`src/rtl/whack_game_engine.sv`:
```
// Whack-a-mole game engine: synchronised buttons, IDLE/RUN/OVER FSM, tick prescaler,
// LFSR-randomised dark times and one lit/dark countdown per target channel.

module whack_chan #(
   parameter int CNT_W    = 3,
   parameter int ON_TICKS = 3
) (
   input  logic             clk,
   input  logic             rst_n,
   input  logic             load,
   input  logic             kill,
   input  logic             act,
   input  logic             tick,
   input  logic             press,
   input  logic [CNT_W-1:0] load_cnt,
   input  logic [CNT_W-1:0] dark_cnt,
   output logic             lit,
   output logic             hit,
   output logic             tmo,
   output logic             dpress
);
   logic             lit_q, lit_d;
   logic [CNT_W-1:0] cnt_q, cnt_d;

   always_comb begin
      lit_d  = lit_q;
      cnt_d  = cnt_q;
      hit    = 1'b0;
      tmo    = 1'b0;
      dpress = 1'b0;
      if (load) begin
         lit_d = 1'b0;
         cnt_d = load_cnt;
      end else if (kill) begin
         lit_d = 1'b0;
      end else if (act) begin
         // a press on a lit target beats a timeout landing in the same cycle
         if (lit_q && press) begin
            hit   = 1'b1;
            lit_d = 1'b0;
            cnt_d = dark_cnt;
         end else if (tick) begin
            if (cnt_q == CNT_W'(1)) begin
               if (lit_q) begin
                  tmo   = 1'b1;
                  lit_d = 1'b0;
                  cnt_d = dark_cnt;
               end else begin
                  lit_d = 1'b1;
                  cnt_d = CNT_W'(ON_TICKS);
               end
            end else begin
               cnt_d = cnt_q - CNT_W'(1);
            end
         end
         dpress = ~lit_q & press;
      end
   end

   always_ff @(posedge clk or negedge rst_n) begin
      if (!rst_n) begin
         lit_q <= 1'b0;
         cnt_q <= '0;
      end else begin
         lit_q <= lit_d;
         cnt_q <= cnt_d;
      end
   end

   assign lit = lit_q;
endmodule

module whack_game_engine #(
   parameter int          N_CH       = 4,
   parameter int          TICK_DIV   = 1000000,
   parameter int          ON_TICKS   = 50,
   parameter int          OFF_BASE   = 150,
   parameter int          OFF_MASK   = 255,
   parameter int          MISS_LIMIT = 10,
   parameter int          SCORE_W    = 16,
   parameter int          PENALTY    = 0,
   parameter logic [15:0] LFSR_SEED  = 16'hACE1
) (
   input  logic               clk,
   input  logic               rst_n,
   input  logic [N_CH-1:0]    btn_n,
   input  logic               start_n,
   output logic [N_CH-1:0]    lamp,
   output logic [SCORE_W-1:0] score,
   output logic [7:0]         miss,
   output logic               running,
   output logic               game_over,
   output logic               hit_pulse
);
   localparam int MASK_MAX = OFF_MASK & 16'hFFFF;
   localparam int DARK_MAX = OFF_BASE + ((N_CH - 1 > MASK_MAX) ? N_CH - 1 : MASK_MAX);
   localparam int CNT_MAX  = (ON_TICKS > DARK_MAX) ? ON_TICKS : DARK_MAX;
   localparam int CNT_W    = $clog2(CNT_MAX + 1);
   localparam int PRE_W    = $clog2(TICK_DIV);
   localparam int SUM_W    = $clog2(N_CH + 1);
   localparam int SC_W     = SCORE_W + SUM_W;
   localparam int MS_W     = 8 + SUM_W;

   localparam logic [1:0] ST_IDLE = 2'd0;
   localparam logic [1:0] ST_RUN  = 2'd1;
   localparam logic [1:0] ST_OVER = 2'd2;

   // bit N_CH carries start_n alongside the target buttons
   logic [N_CH:0] s1_q, s2_q, s3_q, press;
   logic [1:0]          state_q, state_d;
   logic [PRE_W-1:0]    presc_q, presc_d;
   logic [15:0]         lfsr_q, lfsr_d;
   logic [SCORE_W-1:0]  score_q, score_d;
   logic [7:0]          miss_q, miss_d;
   logic                hit_pulse_q, hit_pulse_d;
   logic                start_go, over_now, act, tick;
   logic [N_CH-1:0]     lit, hit, tmo, dpress, miss_ev;
   logic [SUM_W-1:0]    n_hit, n_miss;
   logic [SC_W-1:0]     score_sum;
   logic [MS_W-1:0]     miss_sum;

   always_ff @(posedge clk or negedge rst_n) begin
      if (!rst_n) begin
         s1_q <= '1;
         s2_q <= '1;
         s3_q <= '1;
      end else begin
         s1_q <= {start_n, btn_n};
         s2_q <= s1_q;
         s3_q <= s2_q;
      end
   end

   assign press    = s3_q & ~s2_q;
   assign start_go = (state_q != ST_RUN) && press[N_CH];
   assign over_now = (state_q == ST_RUN) && (miss_q == 8'(MISS_LIMIT));
   assign act      = (state_q == ST_RUN) && !over_now;
   assign tick     = act && (presc_q == PRE_W'(TICK_DIV - 1));
   assign miss_ev  = tmo | ((PENALTY != 0) ? dpress : '0);

   for (genvar i = 0; i < N_CH; i++) begin : g_ch
      logic [15:0]      lfsr_sh;
      logic [CNT_W-1:0] dark_cnt;
      assign lfsr_sh  = lfsr_q >> i;
      assign dark_cnt = CNT_W'(OFF_BASE) + CNT_W'(lfsr_sh & 16'(OFF_MASK));

      whack_chan #(.CNT_W(CNT_W), .ON_TICKS(ON_TICKS)) u_chan (
         .clk(clk), .rst_n(rst_n), .load(start_go), .kill(over_now), .act(act),
         .tick(tick), .press(press[i]), .load_cnt(CNT_W'(OFF_BASE + i)),
         .dark_cnt(dark_cnt), .lit(lit[i]), .hit(hit[i]), .tmo(tmo[i]),
         .dpress(dpress[i])
      );
   end

   always_comb begin
      n_hit  = '0;
      n_miss = '0;
      for (int i = 0; i < N_CH; i++) begin
         n_hit  = n_hit + SUM_W'(hit[i]);
         n_miss = n_miss + SUM_W'(miss_ev[i]);
      end
      score_sum = SC_W'(score_q) + SC_W'(n_hit);
      miss_sum  = MS_W'(miss_q) + MS_W'(n_miss);
   end

   always_comb begin
      state_d     = state_q;
      presc_d     = presc_q;
      lfsr_d      = lfsr_q;
      score_d     = score_q;
      miss_d      = miss_q;
      hit_pulse_d = 1'b0;
      if (start_go) begin
         state_d = ST_RUN;
         presc_d = '0;
         score_d = '0;
         miss_d  = '0;
      end else if (over_now) begin
         state_d = ST_OVER;
      end else if (act) begin
         presc_d     = tick ? '0 : presc_q + PRE_W'(1);
         hit_pulse_d = |hit;
         score_d     = (score_sum > SC_W'({SCORE_W{1'b1}})) ? {SCORE_W{1'b1}}
                                                            : score_sum[SCORE_W-1:0];
         miss_d      = (miss_sum > MS_W'(MISS_LIMIT)) ? 8'(MISS_LIMIT) : miss_sum[7:0];
         // Fibonacci taps 16,14,13,11
         if (tick) lfsr_d = {lfsr_q[14:0], lfsr_q[15] ^ lfsr_q[13] ^ lfsr_q[12] ^ lfsr_q[10]};
      end
   end

   always_ff @(posedge clk or negedge rst_n) begin
      if (!rst_n) begin
         state_q     <= ST_IDLE;
         presc_q     <= '0;
         lfsr_q      <= LFSR_SEED;
         score_q     <= '0;
         miss_q      <= '0;
         hit_pulse_q <= 1'b0;
      end else begin
         state_q     <= state_d;
         presc_q     <= presc_d;
         lfsr_q      <= lfsr_d;
         score_q     <= score_d;
         miss_q      <= miss_d;
         hit_pulse_q <= hit_pulse_d;
      end
   end

   assign lamp      = lit;
   assign score     = score_q;
   assign miss      = miss_q;
   assign running   = (state_q == ST_RUN);
   assign game_over = (state_q == ST_OVER);
   assign hit_pulse = hit_pulse_q;
endmodule

```
`config.mk`:
```
export PLATFORM = sky130hd
export DESIGN_NAME = whack_game_engine
export DESIGN_NICKNAME = d
export VERILOG_FILES = /design/src/rtl/whack_game_engine.sv
export SDC_FILE = /design/constraint.sdc
export NUM_CORES = 1
export LEC_CHECK = 0
export CAP_MARGIN = 20
export CORE_MARGIN = 5
export CORE_UTILIZATION = 45
export CTS_CLUSTER_SIZE = 28
export DETAILED_ROUTE_END_ITERATION = 6
export PLACE_DENSITY = 0.66
export SETUP_SLACK_MARGIN = 0.02
export SYNTH_ARGS = -nofsm -noshare
export SYNTH_HDL_FRONTEND = slang
export SYNTH_SLANG_ARGS = --single-unit
```
`constraint.sdc`:
```
create_clock -name clk -period 6.75 [get_ports clk]
set_input_delay 1.6875 -clock clk [delete_from_list [all_inputs] [get_ports clk]]
set_output_delay 1.6875 -clock clk [all_outputs]
set_load 0.05 [all_outputs]
```
==> metrics.cfg <==
[logic_synthesis]
synth_warnings = 0
yosys-top-cells-area = dfrtp_1, dfstp_2, nand2_1
yosysUniqueCellTypes = 87
synth_edf_count = 0
synth_top_family_by_area = compound AO/OA/AOI/OAI gates
yosys-top-cells-count = dfrtp_1, nand2_1, nor2_1
synth-seq-cells = 118
syn_inst = 795
syn_avg_cell_area_um2 = 9.33
synthAdderAreaFrac = 0.0550
synth.mux.area_fraction = 0.0275
yosysTopAreaCell = dfrtp_1
synth_flop_cell = dfrtp_1
synth_compound_gate_area_share = 0.210
syn-num-nets = 831
synth_xor_area_frac = 0.0543
yosysSeqAreaShare = 0.402
synth_top_area_frac = 0.320
mappedNetlistArea_um2 = 7420
async_reset_ff_frac = 1.00
yosysMostFrequentCell = dfrtp_1
yosys.area_share.simple = 0.202

[timing]
slew_violations = 0
fmax_ghz = 0.215
skew_ps = 10.8
hold_viol = 0
fin_setup_tns_ps = 0
setup_viol = 0
fin_crit_sh = 0.688
grt_setup_unrepaired = no
finalCriticalPeriod_ps = 4640
relSlewSlack = 0.389
holdWs_ps = 354
tightest_slew_ps = 917

[route]
drt_first_pass_iters = 5
via_per_inst = 6.10
drt_iter0_markers = 616
ant_nets = 0
wl_mm = 19.5
vias = 6376
wl_per_cell_um = 18.6
drc = 0

[grt]
antenna_found_initial = 0
grt_pass1_wl_mm = 32.2
overflow = 0
grt_pass1_vias = 6179
grt.total_usage = 0.205
grt_max_degree = 72

[clock_network]
postCtsSetupBuffers = 0
cts_num_sinks = 118
clk_pin_slew_ps = 50
cts_tree = yes
root_buffer = clkbuf_16
cts_made_buffers = 17
worstSkewPairLatency_ps = 430
htree_levels = 4
cts_resized = 0
postCtsHoldBufs = 0
cts_max_path_buffers = 2

[floorplan]
boundaryPins = 38
rows = 47
die_h_um = 138
fp.dieW_um = 138
initial_core_util = 0.454
dieArea_um2 = 19200
core_area_um2 = 16300

[power]
total_power_mw = 2.08
vdd_drop_max_mv = 0.209
cellLeakagePower_nw = 3.55
power.density_nw_per_um2 = 244

[placed_design]
io_buffers = 37
dp_cells = 1013
gp_congestion = 0.892
place_hpwl_mm = 13.1

[finish]
syn_to_final_growth_pct = 14.9
drive_gt1_frac = 0.115
fillers = 1509
diodes = 0
fin_cells = 1046
final_net_count = 849
fin_util = 0.522

[critical_path]
crit_path_top_delay_cell = fa_1
slowest_delay_ps = 520
cp-start-kind = register
cp.required_ps = 7050
critPathMaxFanout = 8
crit_type = register to register
crit_path_cell_trace = inv_1 > ha_1 > nor4b_1 > and2_1 > nand4_1 > fa_1 > inv_1 > fa_1 > fa_1 > nor2b_1 > a211oi_1 > a222oi_1 > nor3_1 > a221o_1
cpMostUsedCell = fa_1
r2r_setup_slack_ps = 2110
cp_top_family = adder cells
cp_data_arrival_time_ps = 4950
critPathBufInv = 2
crit_path_end_kind = register

[job]
drv_cap = 0

[outcome]
status = finished, final reports clean

[hold_path]
min_path_type = register to register

==> final timing paths <==
path | depth (start not counted) | from | end
max in group asynchronous | 2 | rst_n | presc_q[0]
max reg2reg | 14 | g_ch[0].u_chan.cnt_q[1] | miss[2]
min reg2reg | 0 | s1_q[3] | s2_q[3]
min in group asynchronous | 1 | rst_n | g_ch[0].lfsr_sh[2]
min | 0 | s1_q[3] | s2_q[3]
max | 14 | g_ch[0].u_chan.cnt_q[1] | miss[2]
==> power by group <==
| group | switching (mW) | internal [mW] |
|---|---|---|
| combinational | 0.154 | 0.118 |
| clock | 0.318 | 0.652 |
| sequential | 0.0699 | 0.769 |
==> through the flow <==
stage	area, um2	worst slack (ps)
detailed placement	7880	2160
finish	8530	2110
global route	8530	1770
global placement	7880	2250
CTS	8520	2120
floorplan	7420	2370
==> kinds of logic after synthesis <==
logic type / count (synthesis)
AND/OR/NAND/NOR: 283
buffers and inverters: 80
flip-flops: 118
multiplexers: 20
AO/OA/AOI/OAI: 219
XOR/XNOR: 46
adder cells (fa/ha/maj): 29
==> worst register-to-register path: stages (launching register included) <==
cell and delay [ps]:
dfrtp_1 410, inv_1 100, ha_1 140, nor4b_1 500, and2_1 340, nand4_1 160, fa_1 520, inv_1 50
fa_1 470, fa_1 520, nor2b_1 220, a211oi_1 100, a222oi_1 460, nor3_1 160, a221o_1 380
==> final cells by class <==
| class | count | area, um2 | share of cell area |
|---|---|---|---|
| timing repair buffer | 44 | 424 | 0.0497 |
| inverter | 35 | 131 | 0.0154 |
| sequential | 118 | 2980 | 0.350 |
| clock inverter | 10 | 150 | 0.0176 |
| tap | 220 | 275 | 0.0323 |
| clock buffer | 22 | 484 | 0.0568 |
| multi-input combinational | 597 | 4080 | 0.479 |
==> registers in the layout, indices dropped and copies added, names as in the netlist <==
| register | count |
|---|---|
| g_ch.u_chan.cnt_q | 36 |
| presc_q | 20 |
| g_ch.lfsr_sh | 16 |
| score | 16 |
| miss | 8 |
| s1_q | 5 |
| s2_q | 5 |
| s3_q | 5 |
| g_ch.u_chan.lit | 4 |
| state_q | 2 |
| hit_pulse | 1 |
==> placed cells by master (no fill, tap or decap), types with 23 or more instances in the layout <==
master and count:
clkdlybuf4s50_1 36, ha_1 23, dfrtp_1 95, a21oi_1 37
nand2_1 80, nor2_1 60, xnor2_1 28, inv_1 34
o21ai_0 36, dfstp_2 23
==> layer usage <==
metal	vias to the layer above	wire, um	GRT usage
met4	0	563	0.0905
met2	228	8970	0.314
met5	-	0	0
li1	2964	-	-
met3	43	1120	0.0442
met1	3141	8830	0.279
Note: power is estimated with default switching activity, not from simulation.
